File: src/rtl/camara_pkg.sv
// Shared camera-pipeline constants: frame geometry defaults, coordinate widths
// and the pixel assembler state encoding.
package camara_pkg;

  localparam int unsigned H_ACTIVE_DEF = 160;
  localparam int unsigned V_ACTIVE_DEF = 120;
  localparam int unsigned X_W          = 9;
  localparam int unsigned Y_W          = 8;
  localparam int unsigned ST_W         = 3;

  localparam logic [ST_W-1:0] REQ_HI  = 3'd0;
  localparam logic [ST_W-1:0] WAIT_HI = 3'd1;
  localparam logic [ST_W-1:0] REQ_LO  = 3'd2;
  localparam logic [ST_W-1:0] WAIT_LO = 3'd3;
  localparam logic [ST_W-1:0] OUT     = 3'd4;

endpackage

File: src/rtl/pixel_counter.sv
// Raster position counter: advances on each accepted pixel, wraps at line and
// frame boundaries, and pulses frame_done after the last pixel of a frame.
module pixel_counter
  import camara_pkg::*;
#(
  parameter int unsigned H_ACTIVE = H_ACTIVE_DEF,
  parameter int unsigned V_ACTIVE = V_ACTIVE_DEF
) (
  input  logic           clk,
  input  logic           reset,
  input  logic           clear,
  input  logic           advance,
  output logic [X_W-1:0] pix_x,
  output logic [Y_W-1:0] pix_y,
  output logic           frame_done
);

  logic [X_W-1:0] x_q, x_d;
  logic [Y_W-1:0] y_q, y_d;
  logic           frame_done_q, frame_done_d;
  logic           last_x, last_y;

  assign last_x = (x_q == X_W'(H_ACTIVE - 1));
  assign last_y = (y_q == Y_W'(V_ACTIVE - 1));

  // clear outranks advance so a restart never produces a coordinate step or pulse
  always_comb begin
    x_d          = x_q;
    y_d          = y_q;
    frame_done_d = 1'b0;
    if (clear) begin
      x_d = '0;
      y_d = '0;
    end else if (advance) begin
      if (last_x) begin
        x_d = '0;
        if (last_y) begin
          y_d          = '0;
          frame_done_d = 1'b1;
        end else begin
          y_d = y_q + Y_W'(1);
        end
      end else begin
        x_d = x_q + X_W'(1);
      end
    end
  end

  always_ff @(posedge clk or posedge reset) begin
    if (reset) begin
      x_q          <= '0;
      y_q          <= '0;
      frame_done_q <= 1'b0;
    end else begin
      x_q          <= x_d;
      y_q          <= y_d;
      frame_done_q <= frame_done_d;
    end
  end

  assign pix_x      = x_q;
  assign pix_y      = y_q;
  assign frame_done = frame_done_q;

endmodule

File: src/rtl/pixel_assembler.sv
// Pops big-endian RGB565 byte pairs from the camera FIFO and presents them as
// pixels with raster coordinates under a valid/ready handshake.
module pixel_assembler
  import camara_pkg::*;
#(
  parameter int unsigned H_ACTIVE = H_ACTIVE_DEF,
  parameter int unsigned V_ACTIVE = V_ACTIVE_DEF
) (
  input  logic        clk,
  input  logic        reset,
  input  logic        sync_clear,
  input  logic        empty,
  input  logic [7:0]  dout,
  output logic        rd,
  output logic [15:0] pix_data,
  output logic [8:0]  pix_x,
  output logic [7:0]  pix_y,
  output logic        pix_valid,
  input  logic        pix_ready,
  output logic        frame_done
);

  logic [ST_W-1:0] state_q, state_d;
  logic [15:0]     data_q, data_d;
  logic            valid_q, valid_d;
  logic            run_q;
  logic            handshake;

  assign handshake = valid_q & pix_ready;

  // rd is combinational so it can react to empty in the same cycle; run_q
  // holds it off until the first clock edge after reset is released
  always_comb begin
    state_d = state_q;
    data_d  = data_q;
    rd      = 1'b0;
    if (sync_clear) begin
      state_d = REQ_HI;
    end else begin
      case (state_q)
        REQ_HI: begin
          if (!empty && run_q) begin
            rd      = 1'b1;
            state_d = WAIT_HI;
          end
        end
        WAIT_HI: begin
          data_d[15:8] = dout;
          state_d      = REQ_LO;
        end
        REQ_LO: begin
          if (!empty && run_q) begin
            rd      = 1'b1;
            state_d = WAIT_LO;
          end
        end
        WAIT_LO: begin
          data_d[7:0] = dout;
          state_d     = OUT;
        end
        OUT: begin
          if (pix_ready) state_d = REQ_HI;
        end
        default: state_d = REQ_HI;
      endcase
    end
    valid_d = (state_d == OUT);
  end

  always_ff @(posedge clk or posedge reset) begin
    if (reset) begin
      state_q <= REQ_HI;
      data_q  <= '0;
      valid_q <= 1'b0;
      run_q   <= 1'b0;
    end else begin
      state_q <= state_d;
      data_q  <= data_d;
      valid_q <= valid_d;
      run_q   <= 1'b1;
    end
  end

  pixel_counter #(
    .H_ACTIVE (H_ACTIVE),
    .V_ACTIVE (V_ACTIVE)
  ) u_counter (
    .clk        (clk),
    .reset      (reset),
    .clear      (sync_clear),
    .advance    (handshake),
    .pix_x      (pix_x),
    .pix_y      (pix_y),
    .frame_done (frame_done)
  );

  assign pix_data  = data_q;
  assign pix_valid = valid_q;

endmodule

File: config.mk
export PLATFORM = sky130hd
export DESIGN_NAME = pixel_assembler
export DESIGN_NICKNAME = d
export VERILOG_FILES = /design/src/rtl/camara_pkg.sv /design/src/rtl/pixel_counter.sv /design/src/rtl/pixel_assembler.sv
export SDC_FILE = /design/constraint.sdc
export NUM_CORES = 1
export LEC_CHECK = 0
export ABC_AREA = 1
export CAP_MARGIN = 5
export CORE_MARGIN = 2
export CORE_UTILIZATION = 35
export DETAILED_ROUTE_END_ITERATION = 12
export PLACE_DENSITY = 0.68
export SKIP_LAST_GASP = 1
export SLEW_MARGIN = 10
export SYNTH_ARGS = -nofsm -noshare
export SYNTH_HDL_FRONTEND = slang
export SYNTH_SLANG_ARGS = --single-unit
File: constraint.sdc
create_clock -name clk -period 1.6 [get_ports clk]
set_input_delay 0.32 -clock clk [delete_from_list [all_inputs] [get_ports clk]]
set_output_delay 0.32 -clock clk [all_outputs]
set_load 0.01 [all_outputs]
=== Yosys cells after proc, flatten, opt, wreduce, memory -nomap -nowiden ===
Index checks and enable logic that the tools add are counted.

* Reduce and logical (&&, ||, !) cells: 9
* Eq/ne operators: 7
* Add/sub/neg operators: 2
* Bitwise gates (word level): 2
* Muxes and demuxes: 19

{| class="wikitable"
|+ Operators with widths
! kind !! count
|-
| $mux 8 || 4
|-
| $mux 9 || 3
|-
| $pmux 3 s5 || 1
|-
| $mux 3 || 4
|-
| $add 9x1->9 const B || 1
|-
| $eq 9x8->1 const B || 1
|-
| $add 8x1->8 const B || 1
|-
| $eq 8x7->1 const B || 1
|-
| $mux 1 || 7
|-
| $eq 3x2->1 const B || 2
|-
| $eq 3x3->1 const B || 2
|-
| $reduce_and 2->1 || 3
|-
| $reduce_bool 2->1 || 2
|-
| $eq 3x1->1 const B || 1
|-
| $logic_not 3->1 || 1
|-
| $reduce_or 2->1 || 1
|-
| $and 1x1->1 || 1
|-
| $logic_and 1x1->1 || 1
|-
| $logic_not 1->1 || 1
|-
| $not 1->1 || 1
|}

* Bits of input ports: 13
* Register bits after elaboration: 39

=== Depth between registers and ports, before layout ===
Gate-level depths: netlist of run 1.

* Word-level depth: 6
* Mapped depth: 9
* Gate-level depth less buffers: 9

=== Hierarchy ===
From an unflattened synthesis of run 1, not the netlist that was laid out.

* Cells, all modules: 239
* Area, all modules: 1,908.1 µm²

{| class="wikitable"
|+ Modules (own cells, without submodules)
! module !! cells an instance !! times used !! area each (µm²) !! seq. area each (µm²)
|-
| pixel_counter || 147 || 1 || 1,061.0 || 450.4
|-
| pixel_assembler || 92 || 1 || 847.1 || 525.5
|}

=== Least setup slack after synthesis of run 1 ===
Ideal clock, no wire load.

* Path type: reg-to-reg
* From: reg u_counter.x_q[0] (netlist: u_counter.pix_x[0])
* To: reg u_counter.y_q[4] (netlist: u_counter.pix_y[4])
* Cell stages (with the launch flop): 10
* Path slack: 0.188 ns
* Buffers on the path: 1
* Arrival: 1.294 ns
* Path through: dfrtp_1 ha_1 nand3_2 nor2_4 nand2_2 nand2_4 nand2_4 buf_6 nand2_1 o21ai_2

* Longest elaborated chain between the ends: 3

{| class="wikitable"
|+ RTL lines
! item !! RTL line !! RTL
|-
| from (decl) || pixel_counter.sv:18 || <nowiki>logic [X_W-1:0] x_q, x_d;</nowiki>
|-
| from (signal assigned) || pixel_counter.sv:51 || <nowiki>x_q <= '0;</nowiki>
|-
| from (signal assigned) || pixel_counter.sv:55 || <nowiki>x_q <= x_d;</nowiki>
|-
| $eq 9x8->1 || pixel_counter.sv:23 || <nowiki>assign last_x = (x_q == X_W'(H_ACTIVE - 1));</nowiki>
|-
| $reduce_bool 2->1 (no line) || - ||
|-
| $reduce_and 2->1 (no line) || - ||
|-
| to (signal assigned) || pixel_counter.sv:56 || <nowiki>y_q <= y_d;</nowiki>
|-
| to (decl) || pixel_counter.sv:19 || <nowiki>logic [Y_W-1:0] y_q, y_d;</nowiki>
|}

No other way between the ends.
A chain may end at the register's enable or synchronous reset.

=== Final worst setup path of run 1 ===
* From: reg data_q[7] (netlist: pix_data[7])
* To: out pix_data[7]

{| class="wikitable"
|+ RTL lines
! item !! RTL line !! RTL
|-
| from (decl) || pixel_assembler.sv:24 || <nowiki>logic [15:0] data_q, data_d;</nowiki>
|-
| from (signal assigned) || pixel_assembler.sv:78 || <nowiki>data_q <= data_d;</nowiki>
|-
| to (decl) || pixel_assembler.sv:15 || <nowiki>output logic [15:0] pix_data,</nowiki>
|}

No word-level cell between the ends.

==> impl_metrics.toml, run 1 <==
[sta]
fin_crit_ps = 1540
grt_setup_unrepaired = "yes"
skew_ps = 5.42
period_share_pct = 96.1
final_max_slew_viol_count = 0
hold_ws_ps = 366
hold_viol = 0
setup_viol = 0
max_freq_mhz = 650
fin_ws_ps = 62.5

[floorplanning]
dieArea_mm2 = 0.00582
start_util_pct = 36.1
die_w_um = 76.3
io_pins = 49
placementRows = 26
die_y_um = 76.3
core_area_mm2 = 0.00507

[cells_and_area]
final_layout_size_suffix_gt1_share_pct = 18.6
fillers = 487
nNetsFinal = 309
regArea_um2 = 978
syn2layout_area_growth_pct = 50.9
multi_input_area_um2 = 753
layout.cells.non_filler = 365
final_cell_mix = "nand2_1, clkdlybuf4s50_1, dfrtp_1"
diodes = 0
final_common_cell = "nand2_1"
design_area_mm2 = 0.00276

[clock_tree]
clk_latency_ps = 300
numCtsBuffers = 5
cts_tree = "done"
clockRootBuffer = "clkbuf_8"
clockBufferDepth = 2
ctsHoldBuffers = 0
cts.sinks = 39
clkTransAtPathRegs_ps = 80
cts_max_level = 2

[outcome]
status = "finished, final reports clean"

[synth]
netlist_area_mm2 = 0.00183
ys_seq_area_share_pct = 53.3
ys_ff_latch = 39
synthesis.instances = 214
yosys.cell_types.count = 32
synth_nets = 229
syn_area_per_cell_um2 = 8.55
yosysWarnings = 0

[power_and_ir_drop]
pwr-share-clk_pct = 35.7
pwr_density_cell_mw_per_mm2 = 851
p_seq_share_pct = 47.4
intPower_mw = 1.76
p_leak_nw = 1.36
max-vdd-ir-drop_uv = 544
p_switching_uw = 595
switching_share_pct = 25.3
combPwrFrac_pct = 16.8

[placed_design]
dp_hpwl_um = 2930
gp_congestion = 0.852
placed_area_mm2 = 0.00253
portBuffers = 48
place_inst = 342
dp_slack_ps = -451

[detailed_routing]
dr.pass1.iters = 4
vias = 1662
via_per_inst = 4.55
first_iter_violations = 63
wl_per_cell_um = 11.5
drt-total-wl_um = 4200
drc = 0
ant_nets = 0

[grt]
antenna_found_initial = 0
grt_pass1_wl_um = 6730
grt_usage_pct = 14.2
grt_overflow_total = 0
grt_max_degree = 40
grt_pass1_vias = 1460

[critical_path]
required_ps = 1280
arrival_ps = 1220
cp_slowest_cell = "clkdlybuf4s50_1"
path_buf_inv = 1
start_kind = "flop"
critPathCaptureType = "output pin"
cp_cell_sequence = "clkdlybuf4s50_1"
critical_path_peak_fanout = 2
worstSetupPathType = "flop to output pin"
max_stage_delay_ps = 540
cp_top_family = "buffers and inverters"

[worst_hold_path]
hp-class = "primary input to asynchronous set/reset pin"

[job]
drv_cap = 0
repair_timing:
action	4_1_cts	5_1_grt
endpoints found under the setup margin	15	8
pin swaps	0	0
gates resized for setup	8	4
setup buffers	12	3
cell families (layout without fill, tap and decap cells):
family,Yosys count,count (layout),synth area share (%)
xor+xnor,2,2,0.957
compound gates,31,31,9.16
simple gates,112,112,29.0
fa+ha+maj,2,2,1.37
flops,39,39,53.3
buf+inv,27,108,6.01
other cells,1,1,0.205
cells in the mapped netlist:
cell type	count	area share, %
nand2_1	58	12
nor3b_1	2	0.82
nand2_4	2	1.2
o21ai_0	18	4.9
nand3b_1	3	1.2
nor2_1	18	3.7
xnor2_1	1	0.48
nor2_2	1	0.34
nand3b_2	1	0.62
ha_1	2	1.4
inv_1	23	4.7
xor2_1	1	0.48
nand3_1	10	2.7
clkbuf_1	1	0.20
and3_1	1	0.34
o21bai_1	2	0.82
a21oi_1	6	1.6
nand4_1	4	1.4
o21ai_1	3	0.82
nand3_2	1	0.55
conb_1	1	0.20
dfrtp_1	39	53
nor3_2	1	0.55
inv_2	1	0.20
o21ai_2	2	0.96
nand2_2	3	1.0
nor3_1	2	0.55
buf_6	1	0.62
and3_2	1	0.41
nor2_4	1	0.62
nor4_1	3	1.0
buf_2	1	0.27
final timing paths:
kind	startpoint	end	slack, ps	depth (start not counted)
worst max register to register	u_counter.pix_x[1]	u_counter.pix_y[4]	150	9
worst min register to register	pix_data[1]	pix_data[1]	490	2
worst min-delay path	reset	pix_data[1]	370	3
min in group clk	pix_data[1]	pix_data[1]	490	2
worst max-delay path	pix_data[7]	pix_data[7]	60	1
max in group asynchronous	reset	u_counter.pix_y[2]	1020	3
metrics by stage:
stage	utilization, %	power (mW)	setup TNS (ps)
finish	54.4	2.35	0
CTS	53.7	2.36	0
global route	54.4	2.45	-42.5
global placement	49.8	1.53	-1220
floorplan	-	1.27	0
detailed placement	49.8	1.54	-2060
routing by layer:
layer  wire, um  track usage [%]
met1       1930             18.4
met3        256             4.62
met2       1980             23.3
met4         33             3.27
met5          0                0
area by class of cell:
cell class	count	area share [%]
Clock buffer	5	2.49
Clock inverter	3	1.59
Inverter	24	3.26
Multi-Input combinational cell	148	27.3
Sequential cell	39	35.4
Tap cell	70	3.17
Timing Repair Buffer	76	26.8
registers in the layout, summed over array words and instances (netlist names):
name and flops:
u_counter.frame_done 1, u_counter.pix_y 8, pix_valid 1, pix_data 16, u_counter.pix_x 9, run_q 1, state_q 3
power by group through the flow:
stage	sequential, mW	combinational [mW]	clock, mW
6_report	1.11	0.396	0.840
5_1_grt	1.12	0.432	0.897
4_1_cts	1.11	0.402	0.847
3_5_place_dp	1.13	0.407	0
3_3_place_gp	1.13	0.397	0
2_1_floorplan	1.17	0.109	0
Power figures use the tool's default switching activity.
==> run 2, diff against run 1 <==
--- a/config.mk
+++ b/config.mk
@@ -11,7 +11,6 @@
 export CORE_UTILIZATION = 35
 export DETAILED_ROUTE_END_ITERATION = 12
 export PLACE_DENSITY = 0.68
-export SKIP_LAST_GASP = 1
 export SLEW_MARGIN = 10
 export SYNTH_ARGS = -nofsm -noshare
 export SYNTH_HDL_FRONTEND = slang
==> run 2 against run 1 <==
Compared with the run above:
- power unchanged
- wire length unchanged
- combinational power about the same
- cell area unchanged
- die area unchanged
- critical path depth unchanged
- via count unchanged
==> impl_metrics.toml, run 2 (synthesis results as in run 1) <==
[cells_and_area]
utilization_pct = 54.4
final_cell_mix = "nand2_1, clkdlybuf4s50_1, dfrtp_1"
syn2layout_area_growth_pct = 50.9
fillers = 487
layout.cells.non_filler = 365
nNetsFinal = 309
regArea_um2 = 978
largest_reg_flops = 16
final_layout_size_suffix_gt1_share_pct = 18.6
multi_input_area_um2 = 753
diodes = 0
final_common_cell = "nand2_1"

[critical_path]
critical_path_peak_fanout = 2
cp_cell_sequence = "clkdlybuf4s50_1"
r2r_cells = 9
worstSetupPathType = "flop to output pin"
arrival_ps = 1220
worstReg2RegStart = "u_counter.pix_x[1]"
cp_slowest_cell = "clkdlybuf4s50_1"
required_ps = 1280
cp_top_family = "buffers and inverters"
path_buf_inv = 1
critPathCaptureType = "output pin"
rrSetupSlack_ps = 150
start_kind = "flop"
max_stage_delay_ps = 540
cp-startpoint = "pix_data[7]"
r2r_end = "u_counter.pix_y[4]"

[placed_design]
portBuffers = 48
dp_slack_ps = -451
place_inst = 342
gp_congestion = 0.852
dp_hpwl_um = 2930

[clock_tree]
cts_max_level = 2
clkTransAtPathRegs_ps = 80
clk_latency_ps = 300
numCtsBuffers = 5
cts_tree = "done"
cts.sinks = 39
clockRootBuffer = "clkbuf_8"
clockBufferDepth = 2

[detailed_routing]
via_per_inst = 4.55
vias = 1662
wl_per_cell_um = 11.5
drt-total-wl_um = 4200
drc = 0
ant_nets = 0
first_iter_violations = 63
dr.pass1.iters = 4

[grt]
grt_pass1_vias = 1460
grt_overflow_total = 0
grt_usage_pct = 14.2
busiest_layer = "met2"
met1_usage_pct = 18.4
antenna_found_initial = 0
grt_max_degree = 40
grt_pass1_wl_um = 6730
grt_use_met2_pct = 23.3
use_met3_pct = 4.62

[sta]
grt_setup_unrepaired = "yes"
fin_ws_ps = 62.5
hold_ws_ps = 366
setup_viol = 0
fin_crit_ps = 1540
final_max_slew_viol_count = 0
skew_ps = 5.42
hold_viol = 0
period_share_pct = 96.1
max_freq_mhz = 650

[floorplanning]
io_pins = 49
die_y_um = 76.3
die_w_um = 76.3
placementRows = 26
core_area_mm2 = 0.00507
start_util_pct = 36.1
dieArea_mm2 = 0.00582

[worst_hold_path]
hp-class = "primary input to asynchronous set/reset pin"

[outcome]
status = "finished, final reports clean"

[power_and_ir_drop]
max-vdd-ir-drop_uv = 544
pwr_density_cell_mw_per_mm2 = 851
p_leak_nw = 1.36

[job]
drv_cap = 0
[run 2: how the worst max path moves through the flow]
stage / to / slack (ps) / cells after the start
6_report: pix_data[7] / 60 / 1
4_1_cts: rd / 0.5 / 5
3_3_place_gp: rd / -360 / 5
3_5_place_dp: rd / -450 / 5
2_1_floorplan: u_counter.pix_y[4] / 190 / 9
5_1_grt: rd / -40 / 5
[run 2: metrics by stage]
step                      TNS [ps]  total power [mW]  instance area, um2
final                            0              2.35                2760
after CTS                        0              2.36                2730
after global placement       -1220              1.53                2530
after floorplan                  0              1.27                1830
after detailed placement     -2060              1.54                2530
after global routing         -42.5              2.45                2760
[run 2: timing repair]
item,4_1_cts,5_1_grt
setup buffers,12,3
endpoints found under the hold margin,0,0
hold buffers,0,0
resized for setup,8,4
endpoints found under the setup margin,15,8
[run 2: metal layers]
layer	wire [um]	up-vias
met3	256	5
met5	0	-
met2	1980	44
met4	33	0
li1	-	850
met1	1930	763
[run 2: power breakdown]
part           total (mW)  internal, mW  switching [mW]
sequential           1.11          1.07          0.0487
clock               0.840         0.465           0.375
combinational       0.396         0.225           0.171
total                2.35          1.76           0.595
[run 2: cell type report]
cell class,count,share of cell area (%)
Inverter,24,3.26
Clock buffer,5,2.49
Timing Repair Buffer,76,26.8
Tap cell,70,3.17
Clock inverter,3,1.59
Sequential cell,39,35.4
Multi-Input combinational cell,148,27.3
==> run 3, diff against run 2 <==
--- a/config.mk
+++ b/config.mk
@@ -6,11 +6,12 @@
 export NUM_CORES = 1
 export LEC_CHECK = 0
 export ABC_AREA = 1
-export CAP_MARGIN = 5
+export CAP_MARGIN = 20
 export CORE_MARGIN = 2
-export CORE_UTILIZATION = 35
+export CORE_UTILIZATION = 45
 export DETAILED_ROUTE_END_ITERATION = 12
-export PLACE_DENSITY = 0.68
+export PLACE_DENSITY = 0.82
+export RECOVER_POWER = 100
 export SLEW_MARGIN = 10
 export SYNTH_ARGS = -nofsm -noshare
 export SYNTH_HDL_FRONTEND = slang
==> run 3 against run 2 <==
Compared with the run above:
- die area is 21% lower
- sequential cell count is the same
- register-to-register slack worse by 30 ps
- sequential share of layout area up 1.7 points
- cell area shrank 4.3%
- maximum frequency decreased by 1.8%
- wire length shrank 0.59%
- sequential power barely moved
==> impl_metrics.toml, run 3 (synthesis results as in run 1) <==
[outcome]
status = "finished, final reports clean"

[detailed_routing]
via_per_inst = 4.90
ant_nets = 0
vias = 1689
dr.pass1.iters = 4
drt-total-wl_um = 4180
wl_per_cell_um = 12.1
drc = 0
first_iter_violations = 99

[floorplanning]
die_y_um = 67.8
start_util_pct = 46.1
placementRows = 23
die_w_um = 67.8
core_area_mm2 = 0.00397
io_pins = 49
dieArea_mm2 = 0.00459

[grt]
grt_overflow_total = 0
grt_pass1_vias = 1494
busiest_layer = "met2"
use_met3_pct = 4.67
grt_pass1_wl_um = 6720
grt_usage_pct = 19.8
antenna_found_initial = 0
met1_usage_pct = 26.6
grt_max_degree = 40
grt_use_met2_pct = 31.7

[cells_and_area]
diodes = 0
nNetsFinal = 309
largest_reg_flops = 16
design_area_mm2 = 0.00264
final_common_cell = "nand2_1"
final_layout_size_suffix_gt1_share_pct = 17.6
syn2layout_area_growth_pct = 44.3
final_cell_mix = "nand2_1, clkdlybuf4s50_1, dfrtp_1"

[sta]
relSlewSlack_pct = 35.3
grt_setup_unrepaired = "no"
setup_viol = 0
final_max_slew_viol_count = 0
max_freq_mhz = 639
period_share_pct = 97.9
tightest_slew_ps = 970
skew_ps = 8.13
fin_crit_ps = 1570
hold_viol = 0
tns_ps = 0

[critical_path]
arrival_ps = 1250
cp_slowest_cell = "clkdlybuf4s50_1"
cp_cell_sequence = "clkdlybuf4s50_1"
max_stage_delay_ps = 550
worstSetupPathType = "flop to output pin"
critical_path_peak_fanout = 5
start_kind = "flop"
path_buf_inv = 1
required_ps = 1280
cp_top_family = "buffers and inverters"
critPathCaptureType = "output pin"

[clock_tree]
cts_tree = "done"
clockBufferDepth = 2
clkTransAtPathRegs_ps = 80
cts_max_level = 2
cts.sinks = 39
clk_latency_ps = 290
clockRootBuffer = "clkbuf_8"
numCtsBuffers = 5

[power_and_ir_drop]
pwr_density_cell_mw_per_mm2 = 810
p_leak_nw = 1.27
max-vdd-ir-drop_uv = 639
total_power_mw = 2.14

[placed_design]
gp_congestion = 0.850
dp_hpwl_um = 2840
placed_area_mm2 = 0.00247
portBuffers = 48

[worst_hold_path]
hp-class = "flop to flop"

[job]
drv_cap = 0
==> run 3: metrics by stage <==
stage               util (%)  cells  setup slack, ps  hold WS (ps)
global placement        62.2    321             -311           466
CTS                     65.8    337            0.423           385
floorplan                  -    214              188           391
detailed placement      62.2    321             -334           475
finish                  66.5    345             34.3           490
global route            66.5    345             1.54           521
==> run 3: layout make-up <==
type                       count  area, um2
tap                           50       62.6
clock inverter                 2       12.5
inverter                      24       90.1
fill                         322       1330
timing repair buffer          76        676
clock buffer                   6       72.6
multi-input combinational    148        748
sequential                    39        980
==> run 3: worst reg2reg max path, cell delays in order, from the launching register on <==
cell,delay [ps]
dfrtp_1,400
ha_1,230
nand3_2,140
nor2_4,110
nand2_2,80
nand2_4,70
nand2_4,100
clkbuf_4,170
o21ai_2,120
==> run 3: report_power, final <==
group / internal, mW / switching [mW] / total (mW)
Sequential: 1.07 / 0.0478 / 1.11
Clock: 0.305 / 0.349 / 0.654
Combinational: 0.204 / 0.167 / 0.372
==> run 3: final timing paths <==
check	cells past startpoint	start	end	slack, ps
setup reg to reg	8	u_counter.pix_x[1]	u_counter.pix_y[4]	120
hold reg to reg	2	pix_data[11]	pix_data[11]	490
min in group asynchronous	3	reset	u_counter.pix_x[2]	630
max in group asynchronous	3	reset	u_counter.pix_x[8]	300
setup / recovery	1	u_counter.pix_y[4]	pix_y[4]	30
hold / removal	2	pix_data[11]	pix_data[11]	490
==> run 3: repair_timing <==
action                     4_1_cts  5_1_grt
gates resized for setup          7        6
buffers inserted                 8        8
hold endpoints to repair         0        0
hold buffers                     0        0
setup endpoints to repair       10       13
==> run 3: routing by layer <==
metal	share of wire (%)	vias up
met1	45	791
met2	49	40
met3	4.1	4
met4	1.2	0
met5	0	-
li1	-	854
